==> src/rtl/chunk_serial_adder_if.sv <==
// Operand/result handshake bundle for chunk_serial_adder.
// The sub_i signal exists only when CHUNK_ADDER_SUB_EN is defined.
interface chunk_serial_adder_if #(
  parameter int WIDTH = 32
);
  logic             in_valid_i;
  logic             in_ready_o;
  logic [WIDTH-1:0] a_i;
  logic [WIDTH-1:0] b_i;
  logic             cy_i;
`ifdef CHUNK_ADDER_SUB_EN
  logic             sub_i;
`endif
  logic             out_valid_o;
  logic             out_ready_i;
  logic [WIDTH-1:0] y_o;
  logic             cy_o;

  modport master (
`ifdef CHUNK_ADDER_SUB_EN
    output sub_i,
`endif
    output in_valid_i, a_i, b_i, cy_i, out_ready_i,
    input  in_ready_o, out_valid_o, y_o, cy_o
  );

  modport slave (
`ifdef CHUNK_ADDER_SUB_EN
    input  sub_i,
`endif
    input  in_valid_i, a_i, b_i, cy_i, out_ready_i,
    output in_ready_o, out_valid_o, y_o, cy_o
  );
endinterface

==> src/rtl/chunk_serial_adder.sv <==
// Serial adder: WIDTH-bit a + b + cy computed CHUNK bits per clock, valid/ready on both sides.
// Optional feature macro CHUNK_ADDER_SUB_EN adds sub_i (a + ~b + cy).
module chunk_serial_adder #(
  parameter int WIDTH = 32,
  parameter int CHUNK = 8
) (
  input logic                 clk_i,
  input logic                 rst_i,
  chunk_serial_adder_if.slave bus
);
  localparam int unsigned NCH   = (CHUNK > 0) ? (WIDTH / CHUNK) : 1;
  localparam int unsigned CNT_W = (NCH > 1) ? $clog2(NCH) : 1;
  localparam int unsigned SUM_W = CHUNK + 1;

  if (CHUNK < 1 || WIDTH < 1 || (WIDTH % ((CHUNK < 1) ? 1 : CHUNK)) != 0) begin : g_bad_params
    $error("chunk_serial_adder: WIDTH must be a positive multiple of CHUNK");
  end

  typedef enum logic [1:0] {IDLE, RUN, DONE} state_e;

  state_e             state_q, state_d;
  logic [WIDTH-1:0]   a_q, b_q, acc_q, acc_d;
  logic [WIDTH-1:0]   b_in_c;
  logic               carry_q;
  logic [CNT_W-1:0]   cnt_q;
  logic [SUM_W-1:0]   sum_c;
  logic               last_c;
  logic               accept_c, load_c;
  logic               in_ready_d, out_valid_d;

  // One chunk of the carry chain and the accumulator shift-in
  always_comb begin
    sum_c  = SUM_W'(a_q[CHUNK-1:0]) + SUM_W'(b_q[CHUNK-1:0]) + SUM_W'(carry_q);
    acc_d  = (acc_q >> CHUNK) | (WIDTH'(sum_c[CHUNK-1:0]) << (WIDTH - CHUNK));
    last_c = (cnt_q == CNT_W'(NCH - 1));
`ifdef CHUNK_ADDER_SUB_EN
    b_in_c = bus.sub_i ? ~bus.b_i : bus.b_i;
`else
    b_in_c = bus.b_i;
`endif
  end

  always_ff @(posedge clk_i) begin
    if (rst_i) state_q <= IDLE;
    else       state_q <= state_d;
  end

  always_comb begin
    state_d = state_q;
    case (state_q)
      IDLE:    if (bus.in_valid_i) state_d = RUN;
      RUN:     if (last_c) state_d = DONE;
      DONE:    if (bus.out_ready_i) state_d = IDLE;
      default: state_d = IDLE;
    endcase
  end

  // Handshake outputs are decoded from the next state so they can be registered
  always_comb begin
    accept_c    = 1'b0;
    load_c      = 1'b0;
    in_ready_d  = 1'b0;
    out_valid_d = 1'b0;
    accept_c    = (state_q == IDLE) && bus.in_valid_i;
    load_c      = (state_q == RUN) && last_c;
    in_ready_d  = (state_d == IDLE);
    out_valid_d = (state_d == DONE);
  end

  always_ff @(posedge clk_i) begin
    if (rst_i) begin
      a_q             <= '0;
      b_q             <= '0;
      acc_q           <= '0;
      carry_q         <= 1'b0;
      cnt_q           <= '0;
      bus.y_o         <= '0;
      bus.cy_o        <= 1'b0;
      bus.in_ready_o  <= 1'b1;
      bus.out_valid_o <= 1'b0;
    end else begin
      bus.in_ready_o  <= in_ready_d;
      bus.out_valid_o <= out_valid_d;
      if (accept_c) begin
        a_q     <= bus.a_i;
        b_q     <= b_in_c;
        acc_q   <= '0;
        carry_q <= bus.cy_i;
        cnt_q   <= '0;
      end else if (state_q == RUN) begin
        a_q     <= a_q >> CHUNK;
        b_q     <= b_q >> CHUNK;
        acc_q   <= acc_d;
        carry_q <= sum_c[CHUNK];
        cnt_q   <= cnt_q + CNT_W'(1);
      end
      if (load_c) begin
        bus.y_o  <= acc_d;
        bus.cy_o <= sum_c[CHUNK];
      end
    end
  end
endmodule

==> src/flat_wrapper.sv <==
// flat-port wrapper written by rule: the top's interface ports become plain ports
module chunk_serial_adder_flat 
#(
  parameter int WIDTH = 32,
  parameter int CHUNK = 8
)
  (clk_i, rst_i, bus_in_valid_i, bus_a_i, bus_b_i, bus_cy_i, bus_out_ready_i, bus_in_ready_o, bus_out_valid_o, bus_y_o, bus_cy_o);
  chunk_serial_adder_if #(.WIDTH(WIDTH)) bus_i ();
  input logic clk_i;
  input logic rst_i;
  input wire logic [$bits(bus_i.in_valid_i)-1:0] bus_in_valid_i;
  input wire logic [$bits(bus_i.a_i)-1:0] bus_a_i;
  input wire logic [$bits(bus_i.b_i)-1:0] bus_b_i;
  input wire logic [$bits(bus_i.cy_i)-1:0] bus_cy_i;
  input wire logic [$bits(bus_i.out_ready_i)-1:0] bus_out_ready_i;
  output wire logic [$bits(bus_i.in_ready_o)-1:0] bus_in_ready_o;
  output wire logic [$bits(bus_i.out_valid_o)-1:0] bus_out_valid_o;
  output wire logic [$bits(bus_i.y_o)-1:0] bus_y_o;
  output wire logic [$bits(bus_i.cy_o)-1:0] bus_cy_o;
  assign bus_i.in_valid_i = bus_in_valid_i;
  assign bus_i.a_i = bus_a_i;
  assign bus_i.b_i = bus_b_i;
  assign bus_i.cy_i = bus_cy_i;
  assign bus_i.out_ready_i = bus_out_ready_i;
  assign bus_in_ready_o = bus_i.in_ready_o;
  assign bus_out_valid_o = bus_i.out_valid_o;
  assign bus_y_o = bus_i.y_o;
  assign bus_cy_o = bus_i.cy_o;
  chunk_serial_adder #(.WIDTH(WIDTH), .CHUNK(CHUNK)) u_core (.clk_i(clk_i), .rst_i(rst_i), .bus(bus_i));
endmodule
==> config.mk <==
export PLATFORM = sky130hd
export DESIGN_NAME = chunk_serial_adder_flat
export DESIGN_NICKNAME = d
export VERILOG_FILES = /design/src/rtl/chunk_serial_adder_if.sv /design/src/rtl/chunk_serial_adder.sv /design/src/flat_wrapper.sv
export SDC_FILE = /design/constraint.sdc
export NUM_CORES = 1
export LEC_CHECK = 0
export CAP_MARGIN = 15
export CORE_MARGIN = 5
export CORE_UTILIZATION = 34
export CTS_CLUSTER_DIAMETER = 40
export DETAILED_ROUTE_END_ITERATION = 6
export PLACE_DENSITY = 0.58
export SYNTH_ARGS = -nofsm -noshare
export SYNTH_HDL_FRONTEND = slang
export SYNTH_SLANG_ARGS = --single-unit
==> constraint.sdc <==
create_clock -name clk_i -period 2.1 [get_ports clk_i]
set_input_delay 0.42 -clock clk_i [delete_from_list [all_inputs] [get_ports clk_i]]
set_output_delay 0.42 -clock clk_i [all_outputs]
set_load 0.02 [all_outputs]
==> results of run 1 <==
## power groups by stage
stage          combinational, uW  sequential (uW)  clock (uW)
2_1_floorplan                459             2660           0
3_3_place_gp                 700             2680           0
3_5_place_dp                 713             2680           0
4_1_cts                      717             2630        3070
5_1_grt                      790             2640        3180
6_report                     710             2630        3000
## stage by stage
stage	worst slack, ns	cells	power, uW	util
after global routing	0.005666	872	6610	0.4655
after floorplan	0.2257	582	3115	-
after global placement	0.07101	840	3377	0.4248
after detailed placement	0.006234	840	3394	0.4248
after CTS	0.0005025	872	6412	0.4651
final	0.1364	872	6340	0.4655
## area by class of cell
class	instances	area (um2)
Fill cell	1456	8065
Inverter	3	11.26
Tap cell	188	235.2
Timing Repair Buffer	117	1184
Clock inverter	10	133.9
Clock buffer	22	474.2
Sequential cell	128	2564
Multi-Input combinational cell	404	2422
## final timing paths
kind                                endpoint  depth (start not counted)
max              u_core.carry_q$_SDFFE_PP0P_                          8
min           u_core.bus.y_o[2]$_SDFFE_PP0P_                          2
max reg2reg      u_core.carry_q$_SDFFE_PP0P_                          8
min reg2reg  u_core.bus.y_o[14]$_SDFFE_PP0P_                          2
## critical path, cell delays in order, from the launching register on
cell and delay [ns]:
dfxtp_1 0.39, fa_2 0.24, inv_1 0.06, fa_1 0.41
nor2b_2 0.15, nor3_1 0.05, o21ai_1 0.19, a31oi_1 0.13
a221oi_1 0.24
## cells by family after synthesis
logic type,count (synthesis),share of synthesized area
adder cells (fa/ha/maj),10,0.02705
multiplexers,48,0.09275
buffers and inverters,50,0.04179
flip-flops,128,0.4947
AO/OA/AOI/OAI,136,0.1688
AND/OR/NAND/NOR,205,0.1664
XOR/XNOR,5,0.008454
## timing repair
action | CTS | global route
resized for setup | 0 | 4
setup buffers | 0 | 0
endpoints found under the setup margin | 0 | 5
## cell usage in the layout, fill, tap and decap left out, drive strengths merged, types with 15 or more instances in the layout
master         count
dfxtp            128
clkdlybuf4s50    102
nand2             98
nor2              76
a211oi            52
a21oi             52
mux2i             48
clkbuf            22
a22oi             16
buf               15
## flip-flops by register name (all words and copies together) (netlist names)
name / count
u_core.bus.cy_o: 1
u_core.a_q: 32
u_core.state_q: 2
u_core.carry_q: 1
u_core.bus.in_ready_o: 1
u_core.bus.out_valid_o: 1
u_core.cnt_q: 2
u_core.b_q: 32
u_core.bus.y_o: 32
u_core.acc_q: 24
## metal layers
layer / wire, um / global-route usage / vias to the layer above
li1: - / - / 2210
met1: 5869 / 0.1783 / 1930
met2: 5505 / 0.2192 / 99
met3: 822 / 0.05740 / 14
met4: 147 / 0.04971 / 0
met5: 0 / 0 / -
==> summary.txt, run 1 <==
Flow run
  – Max-cap viol count: 0

Die
  – Chip height: 133.4 um
  – Die Footprint: 0.01780 mm2
  – Die W: 133.4 um
  – Initial Util: 0.3433
  – Core Region: 0.01509 mm2
  – I/O Pins: 104
  – # rows: 45

Synthesis
  – Dominant cell type by area after synthesis: dfxtp_1
  – Unique masters post-synth: 37
  – Syn nets: 661
  – Top cell type's share of synthesized area: 0.4947
  – Commonest cells post-synth: dfxtp_1 (128), nand2_1 (97), nor2_1 (76)
  – Top-count cell post-synth: dfxtp_1
  – Netlist Area Pre-Place: 0.005180 mm2
  – Synth area leaders: dfxtp_1 (49%), mux2i_1 (9.3%), a211oi_1 (7.5%)
  – Async SR Flop Fraction: 0
  – Synthesis warning total: 0
  – Synth Flop Type: dfxtp_1
  – Synthesized flop and latch total: 128
  – Syn avg cell area: 8.900 um2
  – Gate Count Post-Synth: 582
  – Post-synthesis sequential area ratio: 0.4947
  – EDFF count, synth: 0

Global route
  – First-pass GRT wire length: 20400 um
  – Largest net degree at the start of global routing: 60
  – Gr usage total: 0.1414
  – Remaining global-route overflow: 0
  – Initial antenna violation count: 0
  – Vias in the first global route: 4232

Layout
  – Diode count: 0
  – Fraction of layout cells with a size suffix above 1: 0.08041
  – Final net count: 750
  – Post-route cell area: 0.007024 mm2
  – Area delta synth->final: 35.60%

Pwr
  – Switching share of power: 0.2339
  – PwrDens: 902.6 mW/mm2
  – LEAKAGE: 0.002605 uW
  – Seq pwr share: 0.415
  – Switching power: 1483 uW
  – Int Power: 4857 uW
  – Maximum vdd drop: 0.6091 mV
  – Comb power frac: 0.112
  – Clock Power Share: 0.473

Setup path
  – CP max FO: 3
  – CP endpoint kind: flip-flop
  – Critical Path RT: 2.41 ns
  – Reg2reg setup slack: 0.14 ns
  – Critical Path Source Type: flip-flop
  – Worst setup startpoint: u_core.b_q[0]$_SDFFE_PP0P_
  – Critical path class: reg2reg
  – RR Startpoint: u_core.b_q[0]$_SDFFE_PP0P_
  – WP data arrival: 2.28 ns

Placed design
  – Post-DP HPWL: 8978 um
  – PortBufs: 103
  – GPL Wtd Cong: 0.8060
  – Placed cell area: 0.006410 mm2

STA
  – Setup Viol. Count Final: 0
  – Worst slew pin tran: 0.5729 ns
  – Final Hold Fails: 0
  – Worst relative slew slack: 0.6181
  – Hold Slack: 0.3347 ns
  – Max Slew Vio Count: 0
  – Fmax: 509.3 MHz
  – RSZ-0062 raised after global routing: no
  – Clock skew after layout: 0.005786 ns
  – Setup TNS: 0 ns
  – Period utilization: 0.9351
  – Minimum clock period: 1.964 ns

CTS
  – Clock Latency Late Sink: 0.41 ns
  – CTS tree: built
  – Clock-pin slew on the worst setup and hold paths: 0.06 ns
  – CTS max path bufs: 2
  – Clock sink count: 128
  – CTS root buf: clkbuf_16
  – # hold bufs at CTS: 0
  – H-tree lvl count: 4
  – TritonCTS Buffers: 17

Run status
  – Status: finished, final reports clean

Detailed routing
  – Via count: 4253
  – Drt first pass iters: 4
  – Routed wire length per instance: 14.16 um
  – Initial drt markers: 240
  – Routed WL: 12350 um
  – Routed Antenna Nets: 0
  – DR vias/cell: 4.877
  – DRC viols: 0

Min path
  – Worst Hold Class: in2reg
  – HP Start: rst_i
No activity file was read; power rests on OpenSTA's default activity.
==> run 2, diff against run 1 <==
Settings changed: SLEW_MARGIN set to 15.
==> results of run 2 <==
Final layout, timing and power as in run 1 (identical DEF).
==> patch 1, RTL diff (flow settings as in run 1) <==
The 3 states of `state_e` get a one-hot encoding in 3 bits.
--- a/src/rtl/chunk_serial_adder.sv
+++ b/src/rtl/chunk_serial_adder.sv
@@ -16,7 +16,7 @@
     $error("chunk_serial_adder: WIDTH must be a positive multiple of CHUNK");
   end
 
-  typedef enum logic [1:0] {IDLE, RUN, DONE} state_e;
+  typedef enum logic [2:0] {IDLE = 3'b001, RUN = 3'b010, DONE = 3'b100} state_e;
 
   state_e             state_q, state_d;
   logic [WIDTH-1:0]   a_q, b_q, acc_q, acc_d;
Behaviour: same outputs for any inputs over 10 cycles, from zero or initial values and one cycle with rst_i high; not proved beyond that.
==> patch 1 against run 1 <==
Fmax down 0.78%. Hold slack lost 0.0075 ns. Setup slack lost 0.015 ns. Wire length increased by 6.6%. Final area fell by 1.3%. Area after synthesis down 2.0%. Sequential share of layout area is 0.78 points higher. Highest routed layer unchanged. Total power fell by 3.6%. Sequential cell count rose by 1.
==> patch 1: results <==
export IMPL_placed_area_sq_um=6300
export IMPL_dpl_worst_slack_ns=0.0119
export IMPL_drtIter0Drc=217
export IMPL_ys_flop_type="dfxtp_1"
export IMPL_grt_max_degree=93
export IMPL_synth_cell_types=40
export IMPL_leakagePower_nw=2.39
export IMPL_netlist_top_cells_area="dfxtp_1 (51%), nand2_1 (12%), a21oi_1 (11%), a22oi_1 (7.2%), nand3_1 (2.2%)"
export IMPL_slowest_delay_ns=0.39
export IMPL_synth_net_count=691
export IMPL_grt_use_met1_pct=18.3
export IMPL_cp_max_fo=3
export IMPL_ir_drop_mv=0.556
export IMPL_layout_nets=778
export IMPL_avgRoutedWirePerCell_microns=14.7
export IMPL_synth_commonest_cells="nand2_1 (165), dfxtp_1 (129), a21oi_1 (116), a22oi_1 (49), clkbuf_1 (27)"
export IMPL_gp_congestion=0.792
export IMPL_grt_pass1_wl_mm=21.9
export IMPL_cts_root_buffer="clkbuf_16"
export IMPL_yosysSeqAreaShare_pct=50.9
export IMPL_arrival_ns=2.31
export IMPL_cts_buffer_depth=2
export IMPL_crit_family="compound AO/OA/AOI/OAI gates"
export IMPL_track_usage_pct=15.2
export IMPL_clock_skew_ns=0.00988
export IMPL_hpwl_mm=9.12
export IMPL_final_layout_size_suffix_gt1_share_pct=8.16
export IMPL_grtUsageMet2_pct=24.2
export IMPL_status="complete, no violations"
export IMPL_slew_limit_headroom_pct=66.7
export IMPL_clkLatencyLatePin_ns=0.41
## patch 1: cell count changes in the layout (fill, tap and decap cells not counted), moves of 3 or more
cell,change
a211oi_1,-48
a21oi_1,+62
a22oi_1,+33
mux2i_1,-46
nand2_1,+68
nand3_1,+14
nor2_1,-64
nor3_1,+3
o21ai_0,-3
## patch 1: timing repair
action	in CTS	in global routing
gates resized for setup	0	7
hold buffers	0	0
setup endpoints to repair	0	6
setup buffers	0	1
## patch 1: worst register-to-register path: stages (launching register included)
cell and delay [ns]:
dfxtp_2 0.36, fa_2 0.23, inv_1 0.06, fa_1 0.39, nand2b_1 0.20, a21oi_2 0.15
a211oi_2 0.07, o21a_1 0.24, a211oi_2 0.21
## patch 1: area by class of cell
cell class	count	area [sq um]	share of cell area (%)
tap	184	230	3.32
inverter	5	18.8	0.271
clock buffer	21	470	6.78
clock inverter	10	134	1.93
timing repair buffer	118	1190	17.2
multi-input combinational	428	2300	33.2
sequential	129	2580	37.3
## patch 1: path summary, 6_finish.rpt
kind	startpoint	end	slack [ns]	depth (start not counted)
worst max register to register	u_core.a_q[0]	u_core.bus.cy_o	0.12	8
worst max-delay path	u_core.a_q[0]	u_core.bus.cy_o	0.12	8
worst min register to register	u_core.bus.y_o[20]	u_core.bus.y_o[20]	0.45	2
worst min-delay path	rst_i	u_core.bus.cy_o	0.33	2
## patch 1: metrics by stage
stage,std cells,setup TNS (ns)
2_1_floorplan,612,0
3_3_place_gp,863,0
3_5_place_dp,863,0
4_1_cts,894,0
5_1_grt,895,-0.0233
6_report,895,0
## patch 1: per-layer routing
metal / wire length [microns] / vias up
li1: - / 2292
met1: 5790 / 2061
met2: 6230 / 126
met3: 942 / 16
met4: 198 / 0
met5: 0 / -
## patch 1: cells by family (layout without fill, tap and decap cells)
logic type,count (synthesis),after routing,share of synthesized area [%]
AO/OA/AOI/OAI,185,185,21.5
XOR/XNOR,5,5,0.863
multiplexers,2,2,0.394
flip-flops,129,129,50.9
AND/OR/NAND/NOR,226,226,19.3
buffers and inverters,55,154,4.39
adder cells (fa/ha/maj),10,10,2.76
## patch 1: power breakdown
part	switching (W)	internal, W
Clock	0.00103	0.00195
Sequential	0.0000561	0.00254
Combinational	0.000278	0.000264
Total	0.00136	0.00475
==> patch 2, RTL diff (settings of run 1) <==
Made on the original files. `WIDTH` is set to 32 in 3 places; all go to 64.
--- a/src/rtl/chunk_serial_adder_if.sv
+++ b/src/rtl/chunk_serial_adder_if.sv
@@ -1,7 +1,7 @@
 // Operand/result handshake bundle for chunk_serial_adder.
 // The sub_i signal exists only when CHUNK_ADDER_SUB_EN is defined.
 interface chunk_serial_adder_if #(
-  parameter int WIDTH = 32
+  parameter int WIDTH = 64
 );
   logic             in_valid_i;
   logic             in_ready_o;
--- a/src/rtl/chunk_serial_adder.sv
+++ b/src/rtl/chunk_serial_adder.sv
@@ -1,7 +1,7 @@
 // Serial adder: WIDTH-bit a + b + cy computed CHUNK bits per clock, valid/ready on both sides.
 // Optional feature macro CHUNK_ADDER_SUB_EN adds sub_i (a + ~b + cy).
 module chunk_serial_adder #(
-  parameter int WIDTH = 32,
+  parameter int WIDTH = 64,
   parameter int CHUNK = 8
 ) (
   input logic                 clk_i,
--- a/src/flat_wrapper.sv
+++ b/src/flat_wrapper.sv
@@ -1,7 +1,7 @@
 // flat-port wrapper written by rule: the top's interface ports become plain ports
 module chunk_serial_adder_flat 
 #(
-  parameter int WIDTH = 32,
+  parameter int WIDTH = 64,
   parameter int CHUNK = 8
 )
   (clk_i, rst_i, bus_in_valid_i, bus_a_i, bus_b_i, bus_cy_i, bus_out_ready_i, bus_in_ready_o, bus_out_valid_o, bus_y_o, bus_cy_o);
Interface: changed (resized bus_a_i, bus_b_i and bus_y_o); port bits go from 104 to 200. The function was not compared with the original's and may differ.
==> patch 2 against run 1 <==
Non-clock buffer count up 125. Total power rose by 120%. Largest cell class unchanged. Sequential cell count rose by 129. Area after synthesis up 99%. Final area is 110% higher. Setup slack got worse by 0.096 ns. Wire length is 120% higher. Highest routed layer is now met5. Sequential power rose by 100%.
==> patch 2: results <==
export IMPL_track_usage_pct=15.5
export IMPL_synth_commonest_cells="dfxtp_1 (257), nand2_1 (227), nor2_1 (146), a211oi_1 (120), a21oi_1 (118)"
export IMPL_hold_depth=4
export IMPL_numCtsBuffers=42
export IMPL_reg_top3="u_core.a_q: 64 flops, u_core.b_q: 64 flops, u_core.bus.y_o: 64 flops"
export IMPL_avgRoutedWirePerCell_microns=15.2
export IMPL_dpl_worst_slack_ns=-0.0336
export IMPL_fill_cells=2883
export IMPL_cp_max_fo=4
export IMPL_dp_cells=1698
export IMPL_pwr_share_seq_pct=38.4
export IMPL_layout_nets=1497
export IMPL_status="complete, no violations"
export IMPL_synth_cell_types=39
export IMPL_cts_buffer_depth=3
export IMPL_leakagePower_nw=5.33
export IMPL_drtIter0Drc=375
export IMPL_synth_net_count=1309
export IMPL_p_clk_share_pct=51.0
export IMPL_crit_path_top_delay_cell="fa_2"
export IMPL_final_layout_size_suffix_gt1_share_pct=9.76
export IMPL_worst_pin_slew_ns=0.531
export IMPL_cts_max_level=2
export IMPL_swShare_pct=23.1
export IMPL_synthesis_instances=1165
export IMPL_total_power_w=0.0137
export IMPL_clkLatencyLatePin_ns=0.51
export IMPL_wl_mm=27.0
export IMPL_grt_max_degree=120
export IMPL_placed_area_sq_um=12900
## patch 2: routing by layer
layer	share of wire, %	vias to the layer above	global-route usage [%]	wire length [microns]
met5	0.14	-	0	38
met4	1.5	6	3.85	415
met3	6.9	40	4.91	1860
met2	48	190	25.8	12900
met1	44	3912	19.7	11800
li1	-	4458	-	-
## patch 2: worst paths after layout
path / end / slack [ns] / startpoint
worst max-delay path: u_core.bus.y_o[62] / 0.04 / u_core.carry_q
worst min register to register: u_core.bus.y_o[9] / 0.45 / u_core.bus.y_o[9]
worst min-delay path: u_core.cnt_q[2] / 0.41 / rst_i
worst max register to register: u_core.bus.y_o[62] / 0.04 / u_core.carry_q
## patch 2: cell type report
type,instances,area share [%]
sequential,257,35.7
inverter,3,0.0781
clock inverter,23,2.00
multi-input combinational,807,32.7
clock buffer,51,8.15
timing repair buffer,242,18.0
tap,390,3.38
## patch 2: what timing repair did
| action | in CTS | in global routing |
|---|---|---|
| pin swaps | 2 | 1 |
| hold endpoints to repair | 0 | 0 |
| setup buffers | 0 | 1 |
| gates resized for setup | 2 | 4 |
| endpoints found under the setup margin | 2 | 5 |
## patch 2: kinds of logic after synthesis
| logic type | after synthesis | synth area share (%) |
|---|---|---|
| adder cells (fa/ha/maj) | 11 | 1.48 |
| AND/OR/NAND/NOR | 403 | 15.3 |
| multiplexers | 112 | 10.9 |
| flip-flops | 257 | 50.0 |
| buffers and inverters | 101 | 4.71 |
| AO/OA/AOI/OAI | 279 | 17.4 |
| XOR/XNOR | 2 | 0.170 |
## patch 2: worst register-to-register path, stage by stage (launching register included)
cell      delay [ns]
dfxtp_2         0.33
fa_2            0.42
fa_2            0.41
a211oi_4        0.26
o21ai_2         0.13
a2111o_1        0.39
nand3_2         0.08
